--- config.mk ---
export PLATFORM = sky130hd
export DESIGN_NAME = e203_ifu_instr_align_flat
export DESIGN_NICKNAME = d
export VERILOG_FILES = /design/src/rtl/e203_ifu_instr_align_pkg.sv /design/src/rtl/e203_ifu_instr_align_if.sv /design/src/rtl/e203_ifu_align_outreg.sv /design/src/rtl/e203_ifu_instr_align.sv /design/src/flat_wrapper.sv
export SDC_FILE = /design/constraint.sdc
export NUM_CORES = 1
export LEC_CHECK = 0
export ABC_AREA = 0
export ABC_CLOCK_PERIOD_IN_PS = 2900
export CORE_ASPECT_RATIO = 1.75
export CORE_MARGIN = 10
export CORE_UTILIZATION = 43
export CTS_CLUSTER_SIZE = 24
export DETAILED_ROUTE_END_ITERATION = 16
export GPL_TIMING_DRIVEN = 0
export PLACE_DENSITY_LB_ADDON = 0.25
export SYNTH_ARGS = -nofsm -noshare
export SYNTH_HDL_FRONTEND = slang
export SYNTH_SLANG_ARGS = --single-unit
export TNS_END_PERCENT = 1
--- constraint.sdc ---
create_clock -name clk -period 2.9 [get_ports clk]
set_input_delay 0.725 -clock clk [delete_from_list [all_inputs] [get_ports clk]]
set_output_delay 0.725 -clock clk [all_outputs]
set_load 0.005 [all_outputs]
--- src/rtl/e203_ifu_instr_align_pkg.sv ---
// Shared definitions for the fetch-side instruction aligner.
//   E203_INSTR_SIZE : instruction / fetch word width
//   ALN_*           : leftover-halfword state encodings (2-bit)
//   is_rv32()       : halfword opcode-length test
package e203_ifu_instr_align_pkg;

  localparam int E203_INSTR_SIZE = 32;

  localparam logic [1:0] ALN_EMPTY = 2'd0;  // no leftover halfword
  localparam logic [1:0] ALN_LO16  = 2'd1;  // leftover is a whole 16-bit instr
  localparam logic [1:0] ALN_LO32  = 2'd2;  // leftover is low half of a 32-bit instr

  function automatic logic is_rv32(input logic [15:0] hw);
    return hw[1:0] == 2'b11;
  endfunction

endpackage

--- src/rtl/e203_ifu_instr_align_if.sv ---
// Handshake bundle between the fetch-response path, the aligner and decode.
//   rsp_* : fetch word channel (valid/ready, word, pc bit 1, bus error)
//   ir_*  : aligned instruction channel (valid/ready, instr, rv32, error)
// modport slave  : the aligner side (consumes rsp, produces ir)
// modport master : the environment side (produces rsp, consumes ir)
interface e203_ifu_instr_align_if;
  import e203_ifu_instr_align_pkg::*;

  logic                       rsp_valid;
  logic                       rsp_ready;
  logic [E203_INSTR_SIZE-1:0] rsp_instr;
  logic                       rsp_pc1;
  logic                       rsp_err;

  logic                       ir_valid;
  logic                       ir_ready;
  logic [E203_INSTR_SIZE-1:0] ir_instr;
  logic                       ir_rv32;
  logic                       ir_err;

  modport slave (
    input  rsp_valid, rsp_instr, rsp_pc1, rsp_err, ir_ready,
    output rsp_ready, ir_valid, ir_instr, ir_rv32, ir_err
  );

  modport master (
    output rsp_valid, rsp_instr, rsp_pc1, rsp_err, ir_ready,
    input  rsp_ready, ir_valid, ir_instr, ir_rv32, ir_err
  );

endinterface

--- src/rtl/e203_ifu_align_outreg.sv ---
// Single valid/ready output slot holding instr/rv32/err.
//   clk, rst_n   : clock, async active-low reset (clears slot and data)
//   flush        : drops the slot on the next edge regardless of out_ready
//   load, d_*    : new slot contents; caller only loads when out_free && !flush
//   out_ready    : downstream accept
//   out_valid    : slot occupied
//   out_free     : slot can take a new entry this cycle
//   instr/rv32/err : registered slot contents, held while stalled
module e203_ifu_align_outreg
  import e203_ifu_instr_align_pkg::*;
(
  input  logic                       clk,
  input  logic                       rst_n,
  input  logic                       flush,
  input  logic                       load,
  input  logic [E203_INSTR_SIZE-1:0] d_instr,
  input  logic                       d_rv32,
  input  logic                       d_err,
  input  logic                       out_ready,
  output logic                       out_valid,
  output logic                       out_free,
  output logic [E203_INSTR_SIZE-1:0] instr,
  output logic                       rv32,
  output logic                       err
);

  assign out_free = !out_valid || out_ready;

  always_ff @(posedge clk or negedge rst_n) begin
    if (!rst_n) begin
      out_valid <= 1'b0;
      instr     <= '0;
      rv32      <= 1'b0;
      err       <= 1'b0;
    end else if (flush) begin
      out_valid <= 1'b0;
    end else if (load) begin
      out_valid <= 1'b1;
      instr     <= d_instr;
      rv32      <= d_rv32;
      err       <= d_err;
    end else if (out_ready) begin
      out_valid <= 1'b0;
    end
  end

endmodule

--- src/rtl/e203_ifu_instr_align.sv ---
// Fetch-side instruction aligner: turns 32-bit aligned fetch words into
// whole 16/32-bit instructions, one registered instruction per handshake.
//   clk, rst_n : clock, async active-low reset
//   flush      : redirect pulse; clears leftover and output slot, blocks rsp
//   bus        : rsp_* fetch channel in, ir_* instruction channel out
// Build option E203_IFU_ALIGN_RVC_EN: when defined, full halfword alignment
// with a one-halfword leftover register; when undefined every fetch word is
// passed through as one 32-bit instruction and rsp_pc1 is ignored.
module e203_ifu_instr_align
  import e203_ifu_instr_align_pkg::*;
(
  input  logic                          clk,
  input  logic                          rst_n,
  input  logic                          flush,
  e203_ifu_instr_align_if.slave         bus
);

  logic                       out_free;
  logic                       go;
  logic                       load;
  logic [E203_INSTR_SIZE-1:0] d_instr;
  logic                       d_rv32;
  logic                       d_err;

  assign go = out_free && !flush;

`ifdef E203_IFU_ALIGN_RVC_EN
  logic [1:0]  state, nxt_state;
  logic [15:0] left, nxt_left;
  logic [15:0] lo, hi;

  assign lo = bus.rsp_instr[15:0];
  assign hi = bus.rsp_instr[31:16];

  // A LO16 leftover drains on its own cycle, so no word is taken then.
  assign bus.rsp_ready = go && (state != ALN_LO16);

  always_comb begin
    load      = 1'b0;
    d_instr   = '0;
    d_rv32    = 1'b0;
    d_err     = 1'b0;
    nxt_state = state;
    nxt_left  = left;
    if (flush) begin
      nxt_state = ALN_EMPTY;
    end else if (go) begin
      if (state == ALN_LO16) begin
        load      = 1'b1;
        d_instr   = {16'h0, left};
        nxt_state = ALN_EMPTY;
      end else if (bus.rsp_valid) begin
        if (bus.rsp_err) begin
          // Error slot replaces whatever was in flight; leftover is dropped.
          load      = 1'b1;
          d_err     = 1'b1;
          nxt_state = ALN_EMPTY;
        end else if (state == ALN_LO32) begin
          // Sequential fetch after a straddle is word-aligned: pc1 ignored.
          load      = 1'b1;
          d_instr   = {lo, left};
          d_rv32    = 1'b1;
          nxt_left  = hi;
          nxt_state = is_rv32(hi) ? ALN_LO32 : ALN_LO16;
        end else if (!bus.rsp_pc1) begin
          load = 1'b1;
          if (is_rv32(lo)) begin
            d_instr = bus.rsp_instr;
            d_rv32  = 1'b1;
          end else begin
            d_instr   = {16'h0, lo};
            nxt_left  = hi;
            nxt_state = is_rv32(hi) ? ALN_LO32 : ALN_LO16;
          end
        end else if (is_rv32(hi)) begin
          // Halfword redirect onto a 32-bit instr: park it, emit nothing.
          nxt_left  = hi;
          nxt_state = ALN_LO32;
        end else begin
          load    = 1'b1;
          d_instr = {16'h0, hi};
        end
      end
    end
  end

  always_ff @(posedge clk or negedge rst_n) begin
    if (!rst_n) begin
      state <= ALN_EMPTY;
      left  <= '0;
    end else begin
      state <= nxt_state;
      left  <= nxt_left;
    end
  end
`else
  assign bus.rsp_ready = go;
  assign load          = bus.rsp_ready && bus.rsp_valid;
  assign d_instr       = bus.rsp_err ? '0 : bus.rsp_instr;
  assign d_rv32        = 1'b1;
  assign d_err         = bus.rsp_err;
`endif

  e203_ifu_align_outreg u_outreg (
    .clk       (clk),
    .rst_n     (rst_n),
    .flush     (flush),
    .load      (load),
    .d_instr   (d_instr),
    .d_rv32    (d_rv32),
    .d_err     (d_err),
    .out_ready (bus.ir_ready),
    .out_valid (bus.ir_valid),
    .out_free  (out_free),
    .instr     (bus.ir_instr),
    .rv32      (bus.ir_rv32),
    .err       (bus.ir_err)
  );

endmodule

--- src/flat_wrapper.sv ---
// flat-port wrapper written by rule: the top's interface ports become plain ports
module e203_ifu_instr_align_flat import e203_ifu_instr_align_pkg::*;
  (clk, rst_n, flush, bus_rsp_valid, bus_rsp_instr, bus_rsp_pc1, bus_rsp_err, bus_ir_ready, bus_rsp_ready, bus_ir_valid, bus_ir_instr, bus_ir_rv32, bus_ir_err);
  e203_ifu_instr_align_if bus_i ();
  input  logic clk;
  input  logic rst_n;
  input  logic flush;
  input wire logic [$bits(bus_i.rsp_valid)-1:0] bus_rsp_valid;
  input wire logic [$bits(bus_i.rsp_instr)-1:0] bus_rsp_instr;
  input wire logic [$bits(bus_i.rsp_pc1)-1:0] bus_rsp_pc1;
  input wire logic [$bits(bus_i.rsp_err)-1:0] bus_rsp_err;
  input wire logic [$bits(bus_i.ir_ready)-1:0] bus_ir_ready;
  output wire logic [$bits(bus_i.rsp_ready)-1:0] bus_rsp_ready;
  output wire logic [$bits(bus_i.ir_valid)-1:0] bus_ir_valid;
  output wire logic [$bits(bus_i.ir_instr)-1:0] bus_ir_instr;
  output wire logic [$bits(bus_i.ir_rv32)-1:0] bus_ir_rv32;
  output wire logic [$bits(bus_i.ir_err)-1:0] bus_ir_err;
  assign bus_i.rsp_valid = bus_rsp_valid;
  assign bus_i.rsp_instr = bus_rsp_instr;
  assign bus_i.rsp_pc1 = bus_rsp_pc1;
  assign bus_i.rsp_err = bus_rsp_err;
  assign bus_i.ir_ready = bus_ir_ready;
  assign bus_rsp_ready = bus_i.rsp_ready;
  assign bus_ir_valid = bus_i.ir_valid;
  assign bus_ir_instr = bus_i.ir_instr;
  assign bus_ir_rv32 = bus_i.ir_rv32;
  assign bus_ir_err = bus_i.ir_err;
  e203_ifu_instr_align u_core (.clk(clk), .rst_n(rst_n), .flush(flush), .bus(bus_i));
endmodule
==> impl_metrics.yaml, run 1 <==
outcome:
  status: "finished clean"
critical_path:
  worstSetupStartpointType: "input port"
  cpMostUsedCell: "clkdlybuf4s50_1"
  rr_endpoint: "u_core.u_outreg.instr[17]$_DFFE_PN0P_"
  worst_ep_arrival_time_ns: 1.94
  critPathMaxStageDelay_ns: 0.54
  worstSetupPathType: "input port to primary output"
  crit_fanout: 3
  endpoint_kind: "primary output"
  crit_chain: "clkdlybuf4s50_1, nor2b_4, nor2_1, clkdlybuf4s50_1"
  endpoint: "bus_rsp_ready"
  startpoint: "bus_ir_ready"
  rr_startpoint: "u_core.u_outreg.out_valid$_DFFE_PN0P_"
  slowest_stage: "clkdlybuf4s50_1"
  reg2reg_slack_ns: 1.30
  rr_worst_depth: 4
  required_ns: 2.17
pwr:
  switchingPower_mw: 0.294
  seqPwrFrac: 0.468
  intPower_mw: 0.964
  clkPwrFrac: 0.275
  p_leak_nw: 1.03
  power_frac_comb: 0.257
  switching_share: 0.233
  cellPowerDensity_nw_per_um2: 522
  peakVddDrop_uv: 430
sta:
  timing.final.hold_violations: 0
  setup_slack_ns: 0.234
  setup_tns_ns: 0
  fmax_mhz: 375
  min_period_ns: 2.67
  fin_skew_ns: 0.00626
  slew_headroom: 0.482
  min_period_over_period: 0.919
  tightestPinTransition_ns: 0.777
  setup_viol: 0
  drv_slew: 0
  rsz0062_at_grt: "false"
layout:
  fin_area_um2: 2410
  drive_gt1_frac: 0.245
  num-nets-final: 231
  areaGrowthSynthToFinish_pct: 56.4
  final_common_cell: "clkdlybuf4s50_1"
  layout_common_cells: "clkdlybuf4s50_1, dfrtp_1, mux2_2"
  fillerInstances: 291
  num_antenna_cells: 0
clock_tree:
  post_cts_buffers: 0
  clk_pin_slew_ns: 0.07
  cts.sinks: 35
  tritoncts: "built"
  cts_buffer_depth: 2
  cts_resized: 0
  clk_latency_ns: 0.28
  htree_levels: 2
  cts-root-buf: "clkbuf_8"
  cts_buffers: 5
  hold_buffers: 0
route:
  antenna_left: 0
  drc: 0
  dr.pass1.iters: 2
  dr.first_iter.drc_count: 28
  viasPerCell: 4.77
  drt-total-wl_um: 4240
  routedWlPerCell_um: 17.9
  num_vias: 1130
min_path:
  hp-class: "register to register"
  worstHoldStart: "u_core.u_outreg.rv32$_DFFE_PN0P_"
yosys:
  synth_top_area_frac: 0.568
  synth_seq_cells: 35
  synth_top_area_cell: "dfrtp_1"
  ys.warnings.count: 0
  synth_area_leaders: "dfrtp_1, mux2_2, nor2b_1"
  syn_inst: 112
  syn_nets: 151
  yosysUniqueCellTypes: 9
  syn_avg_cell_area_um2: 13.8
  ys_seq_area_frac: 0.568
  syn_area_um2: 1540
global_routing:
  antenna_found_initial: 0
  grt_usage: 0.139
  grt_max_degree: 36
  grt_pass1_wl_um: 6910
  grt_pass1_vias: 1347
  gr-total-overflow: 0
placed_design:
  portBuffers: 73
  post-dp-hpwl_um: 3470
  postPlaceCellArea_um2: 2320
  gp_congestion: 0.711
  dp_slack_ns: 0.246
floorplanning:
  fp.dieH_um: 99.2
  core_um2: 3430
  io_pins: 75
  fp-row-count: 28
  start_util: 0.449
  die_x_um: 65.3
  dieArea_um2: 6480
flow_run:
  maxCapViolations: 0
synth_stat cells:
cell and n:
nor2_1 3, buf_6 3, dfrtp_1 35, mux2_2 33
or2_2 1, nor2b_4 1, nor3b_4 1, nor2b_1 32
clkbuf_1 3
registers in the layout, summed over array words and instances (netlist names):
signal	count
u_core.u_outreg.out_valid	1
u_core.u_outreg.instr	32
u_core.u_outreg.err	1
u_core.u_outreg.rv32	1
layout make-up:
| class | instances | area [um2] | share of cell area |
|---|---|---|---|
| Sequential cell | 35 | 876 | 0.363 |
| Timing Repair Buffer | 73 | 726 | 0.301 |
| Multi-Input combinational cell | 71 | 622 | 0.258 |
| Clock buffer | 6 | 82.6 | 0.0342 |
| Tap cell | 45 | 56.3 | 0.0233 |
| Buffer | 6 | 45.0 | 0.0187 |
| Clock inverter | 1 | 5.00 | 0.00207 |
power by group through the flow:
stage               combinational, mW  clock, mW  sequential [mW]
global placement                0.319          0            0.591
finish                          0.324      0.346            0.588
floorplan                      0.0995          0            0.600
detailed placement              0.331          0            0.598
CTS                             0.333      0.362            0.589
global route                    0.349      0.384            0.597
logic make-up (layout without fill, tap and decap cells):
kind of cell | after synthesis | after routing | share of synthesized area
buf+inv | 6 | 86 | 0.0292
flops | 35 | 35 | 0.568
mux | 33 | 33 | 0.241
simple gates | 38 | 38 | 0.162
metrics by stage:
step / utilization / cells / hold slack [ns] / total power, mW
after detailed placement: 0.677 / 230 / 0.457 / 0.929
after global placement: 0.679 / 230 / 0.453 / 0.910
final: 0.703 / 237 / 0.467 / 1.26
after global routing: 0.703 / 237 / 0.506 / 1.33
after CTS: 0.703 / 237 / 0.474 / 1.28
after floorplan: - / 112 / 0.429 / 0.699
how the worst min path moves through the flow:
stage	slack, ns	depth (start not counted)	to
floorplan	0.43	0	u_core.u_outreg.err$_DFFE_PN0P_
global placement	0.45	1	u_core.u_outreg.rv32$_DFFE_PN0P_
detailed placement	0.46	1	u_core.u_outreg.rv32$_DFFE_PN0P_
CTS	0.47	1	u_core.u_outreg.rv32$_DFFE_PN0P_
global route	0.51	1	u_core.u_outreg.rv32$_DFFE_PN0P_
finish	0.47	1	u_core.u_outreg.rv32$_DFFE_PN0P_
routing by layer:
layer	part of all wire	track usage	wire [um]
met1	0.33	0.119	1400
met2	0.58	0.264	2450
met3	0.085	0.0640	361
met4	0.0068	0.0497	29
met5	0	0	0
worst max-delay path: cells and delay by family:
kind / cells / cell delay, ns
buffers and inverters: 2 / 1.05
and+or+nand+nor: 2 / 0.16
(Power assumes the default switching activity.)
==> inputs of run 2 (changes only) <==
--- a/config.mk
+++ b/config.mk
@@ -13,7 +13,7 @@
 export CTS_CLUSTER_SIZE = 24
 export DETAILED_ROUTE_END_ITERATION = 16
 export GPL_TIMING_DRIVEN = 0
-export PLACE_DENSITY_LB_ADDON = 0.25
+export PLACE_DENSITY = 0.94
 export SYNTH_ARGS = -nofsm -noshare
 export SYNTH_HDL_FRONTEND = slang
 export SYNTH_SLANG_ARGS = --single-unit
==> impl_metrics.yaml, run 2 (synthesized netlist as in run 1, its figures left out) <==
clock_tree:
  clk_latency_ns: 0.28
  htree_levels: 2
  clk_pin_slew_ns: 0.07
  cts_buffers: 5
  cts-root-buf: "clkbuf_8"
  tritoncts: "built"
  hold_buffers: 0
  cts_buffer_depth: 2
  cts.sinks: 35
  post_cts_buffers: 0
  cts_resized: 0
layout:
  layout_common_cells: "clkdlybuf4s50_1, dfrtp_1, mux2_2"
  num_antenna_cells: 0
  multiInputGateArea_um2: 622
  areaGrowthSynthToFinish_pct: 57.3
  final_util: 0.707
  largest_register: "u_core.u_outreg.instr"
  fin_area_um2: 2430
  fillerInstances: 261
  largest_reg_flops: 32
  seq_area_um2: 876
  drive_gt1_frac: 0.240
  num-nets-final: 231
  final_common_cell: "clkdlybuf4s50_1"
critical_path:
  endpoint_kind: "primary output"
  crit_fanout: 3
  cp_num_cells: 4
  rr_worst_depth: 4
  required_ns: 2.17
  slowest_stage: "clkdlybuf4s50_1"
  worstSetupStartpointType: "input port"
  cp_num_buf_inv: 2
  worst_ep_arrival_time_ns: 1.92
  crit_chain: "clkdlybuf4s50_1, nor2b_4, nor2_1, clkdlybuf4s50_1"
  critPathMaxStageDelay_ns: 0.53
  cpMostUsedCell: "clkdlybuf4s50_1"
  worstSetupPathType: "input port to primary output"
  path_delay_family: "buffers and inverters"
floorplanning:
  fp.dieH_um: 99.2
  dieArea_um2: 6480
  fp-row-count: 28
  start_util: 0.449
  core_um2: 3430
  io_pins: 75
  die_x_um: 65.3
placed_design:
  postPlaceCellArea_um2: 2320
  gp_congestion: 0.760
  portBuffers: 73
  dp_slack_ns: 0.244
  post-dp-hpwl_um: 3430
sta:
  setup_tns_ns: 0
  tightestPinTransition_ns: 0.754
  min_period_over_period: 0.912
  setup_slack_ns: 0.255
  rsz0062_at_grt: "false"
  fin_skew_ns: 0.00352
  setup_viol: 0
  slew_headroom: 0.497
  drv_slew: 0
  fmax_mhz: 378
  min_period_ns: 2.64
  timing.final.hold_violations: 0
  finalHoldWorstSlack_ns: 0.471
route:
  dr.max_layer_used: "met4"
  viasPerCell: 4.62
  drc: 0
  dr.pass1.iters: 2
  drt-total-wl_um: 4120
  wl_met1_um: 1360
  num_vias: 1094
  routedWlPerCell_um: 17.4
  wl_met2_um: 2360
  dr.first_iter.drc_count: 55
  antenna_left: 0
  met3WireLength_um: 339
pwr:
  peakVddDrop_uv: 474
  cellPowerDensity_nw_per_um2: 543
  p_leak_nw: 1.03
global_routing:
  grt_pass1_wl_um: 6480
  grt_max_degree: 36
  grt_usage: 0.130
  gr-total-overflow: 0
  grt_pass1_vias: 1243
  antenna_found_initial: 0
outcome:
  status: "finished clean"
min_path:
  hp-class: "register to register"
  whs_path_depth: 1
flow_run:
  maxCapViolations: 0
## run 2: final cells by class
class,count,share of cell area
Sequential cell,35,0.361
Timing Repair Buffer,73,0.299
Multi-Input combinational cell,71,0.256
Clock buffer,6,0.0299
Tap cell,45,0.0232
Buffer,6,0.0186
Clock inverter,1,0.0124
## run 2: report_power, final
group,switching [mW],total (mW),internal (mW)
Sequential,0.0348,0.589,0.554
Clock,0.155,0.407,0.252
Combinational,0.0969,0.321,0.224
## run 2: layer usage
layer | up-vias | track usage
met2 | 43 | 0.249
met5 | - | 0
met3 | 5 | 0.0596
met4 | 0 | 0.0497
met1 | 518 | 0.109
li1 | 528 | -
## run 2: through the flow
step           total power, mW  instances
2_1_floorplan            0.699        112
3_3_place_gp             0.910        230
3_5_place_dp             0.928        230
4_1_cts                   1.34        237
5_1_grt                   1.38        237
6_report                  1.32        237
## run 2: final timing paths
kind,end,slack (ns),start
min,u_core.u_outreg.rv32$_DFFE_PN0P_,0.47,u_core.u_outreg.rv32$_DFFE_PN0P_
min in group asynchronous,u_core.u_outreg.out_valid$_DFFE_PN0P_,0.51,rst_n
min reg2reg,u_core.u_outreg.rv32$_DFFE_PN0P_,0.47,u_core.u_outreg.rv32$_DFFE_PN0P_
max in group asynchronous,u_core.u_outreg.instr[14]$_DFFE_PN0P_,1.91,rst_n
max reg2reg,u_core.u_outreg.instr[20]$_DFFE_PN0P_,1.32,u_core.u_outreg.out_valid$_DFFE_PN0P_
max,bus_rsp_ready,0.26,bus_ir_ready
## run 2: worst reg2reg max path: stages, from the launching register on
cell and delay [ns]:
dfrtp_1 0.38, nor2b_4 0.14, nor3b_4 0.37, buf_6 0.21
mux2_2 0.35
==> inputs of run 3 (changes only) <==
--- a/config.mk
+++ b/config.mk
@@ -8,7 +8,7 @@
 export ABC_AREA = 0
 export ABC_CLOCK_PERIOD_IN_PS = 2900
 export CORE_ASPECT_RATIO = 1.75
-export CORE_MARGIN = 10
+export CORE_MARGIN = 3
 export CORE_UTILIZATION = 43
 export CTS_CLUSTER_SIZE = 24
 export DETAILED_ROUTE_END_ITERATION = 16
==> impl_metrics.yaml, run 3 (synthesized netlist as in run 1, its figures left out) <==
global_routing:
  grt_pass1_vias: 1245
  antenna_found_initial: 0
  grt_max_degree: 36
  grt_pass1_wl_um: 5800
  grt_usage: 0.184
  gr-total-overflow: 0
min_path:
  worstHoldStart: "u_core.u_outreg.rv32$_DFFE_PN0P_"
  hp-class: "register to register"
pwr:
  p_leak_nw: 1.03
  intPower_mw: 0.942
  switchingPower_mw: 0.295
  power_frac_comb: 0.257
  clkPwrFrac: 0.267
  peakVddDrop_uv: 402
  seqPwrFrac: 0.476
  switching_share: 0.238
  cellPowerDensity_nw_per_um2: 513
critical_path:
  worst_ep_arrival_time_ns: 1.88
  startpoint: "bus_ir_ready"
  cpMostUsedCell: "clkdlybuf4s50_1"
  crit_chain: "clkdlybuf4s50_1, nor2b_4, nor2_1, clkdlybuf4s50_1"
  slowest_stage: "clkdlybuf4s50_1"
  required_ns: 2.17
  worstSetupStartpointType: "input port"
  worstSetupPathType: "input port to primary output"
  critPathMaxStageDelay_ns: 0.51
  crit_fanout: 3
  rr_startpoint: "u_core.u_outreg.out_valid$_DFFE_PN0P_"
  endpoint_kind: "primary output"
layout:
  drive_gt1_frac: 0.249
  largest_reg_flops: 32
  num-nets-final: 231
  layout_common_cells: "clkdlybuf4s50_1, dfrtp_1, mux2_2"
  areaGrowthSynthToFinish_pct: 56.1
  largest_register: "u_core.u_outreg.instr"
  num_antenna_cells: 0
  final_common_cell: "clkdlybuf4s50_1"
route:
  drt-total-wl_um: 3710
  num_vias: 1110
  routedWlPerCell_um: 15.6
  antenna_left: 0
  dr.pass1.iters: 2
  dr.first_iter.drc_count: 14
  drc: 0
  viasPerCell: 4.66
clock_tree:
  hold_buffers: 0
  clk_latency_ns: 0.28
  cts_resized: 0
  cts_buffers: 5
  cts.sinks: 35
  tritoncts: "built"
  htree_levels: 2
  clk_pin_slew_ns: 0.07
  cts-root-buf: "clkbuf_8"
  cts_buffer_depth: 2
  post_cts_buffers: 0
placed_design:
  gp_congestion: 0.714
  dp_slack_ns: 0.297
  post-dp-hpwl_um: 2960
  portBuffers: 73
sta:
  tightestPinTransition_ns: 0.755
  min_period_ns: 2.60
  fmax_mhz: 384
  setup_slack_ns: 0.298
  setup_tns_ns: 0
  drv_slew: 0
  slew_headroom: 0.497
  setup_viol: 0
  fin_skew_ns: 0.00540
  rsz0062_at_grt: "false"
  timing.final.hold_violations: 0
  min_period_over_period: 0.897
floorplanning:
  start_util: 0.454
  fp.dieH_um: 85.2
  fp-row-count: 28
  io_pins: 75
  die_x_um: 51.3
  core_um2: 3400
  dieArea_um2: 4370
flow_run:
  maxCapViolations: 0
outcome:
  status: "finished clean"
==> run 3: changes by cell type in the layout (fill, tap and decap cells not counted) <==
cell / delta
clkinv_2: +3
bufinv_16: -1
clkbuf_1: -1
==> run 3: power by group through the flow <==
stage	sequential, mW	combinational [mW]	clock (mW)
after floorplan	0.600	0.0995	0
after global placement	0.592	0.312	0
after detailed placement	0.598	0.323	0
after CTS	0.589	0.324	0.342
after global routing	0.597	0.340	0.362
final	0.588	0.318	0.331
==> run 3: layout make-up <==
class,count,area (um2)
Sequential cell,35,876
Buffer,6,45.0
Clock inverter,3,15.0
Timing Repair Buffer,73,726
Tap cell,45,56.3
Fill cell,249,990
Clock buffer,5,68.8
Multi-Input combinational cell,71,622
==> run 3: stage by stage <==
step                hold WS [ns]  instances  area, um2   util  power, mW
finish                     0.476        238       2410  0.709       1.24
global route               0.515        238       2410  0.709       1.30
CTS                        0.478        238       2410  0.709       1.26
detailed placement         0.461        230       2320  0.684      0.921
global placement           0.454        230       2330  0.686      0.904
floorplan                  0.429        112       1540      -      0.699
==> run 3: path summary, 6_finish.rpt <==
kind                                                               to  slack [ns]  cells after the start
worst min-delay path                 u_core.u_outreg.rv32$_DFFE_PN0P_        0.48                      1
worst max register to register  u_core.u_outreg.instr[13]$_DFFE_PN0P_        1.29                      4
worst max-delay path                                    bus_rsp_ready        0.30                      4
max in group asynchronous       u_core.u_outreg.instr[11]$_DFFE_PN0P_        1.90                      1
min in group asynchronous            u_core.u_outreg.rv32$_DFFE_PN0P_        0.50                      1
worst min register to register       u_core.u_outreg.rv32$_DFFE_PN0P_        0.48                      1
==> run 3: critical path, delay by kind of cell <==
kind | cells | cell delay, ns
and+or+nand+nor | 2 | 0.14
buffers and inverters | 2 | 1.01
==> run 3: metal layers <==
layer	global-route usage	up-vias	part of all wire
li1	-	527	-
met1	0.175	530	0.34
met2	0.353	46	0.58
met3	0.0351	7	0.053
met4	0.0955	0	0.024
met5	0	-	0
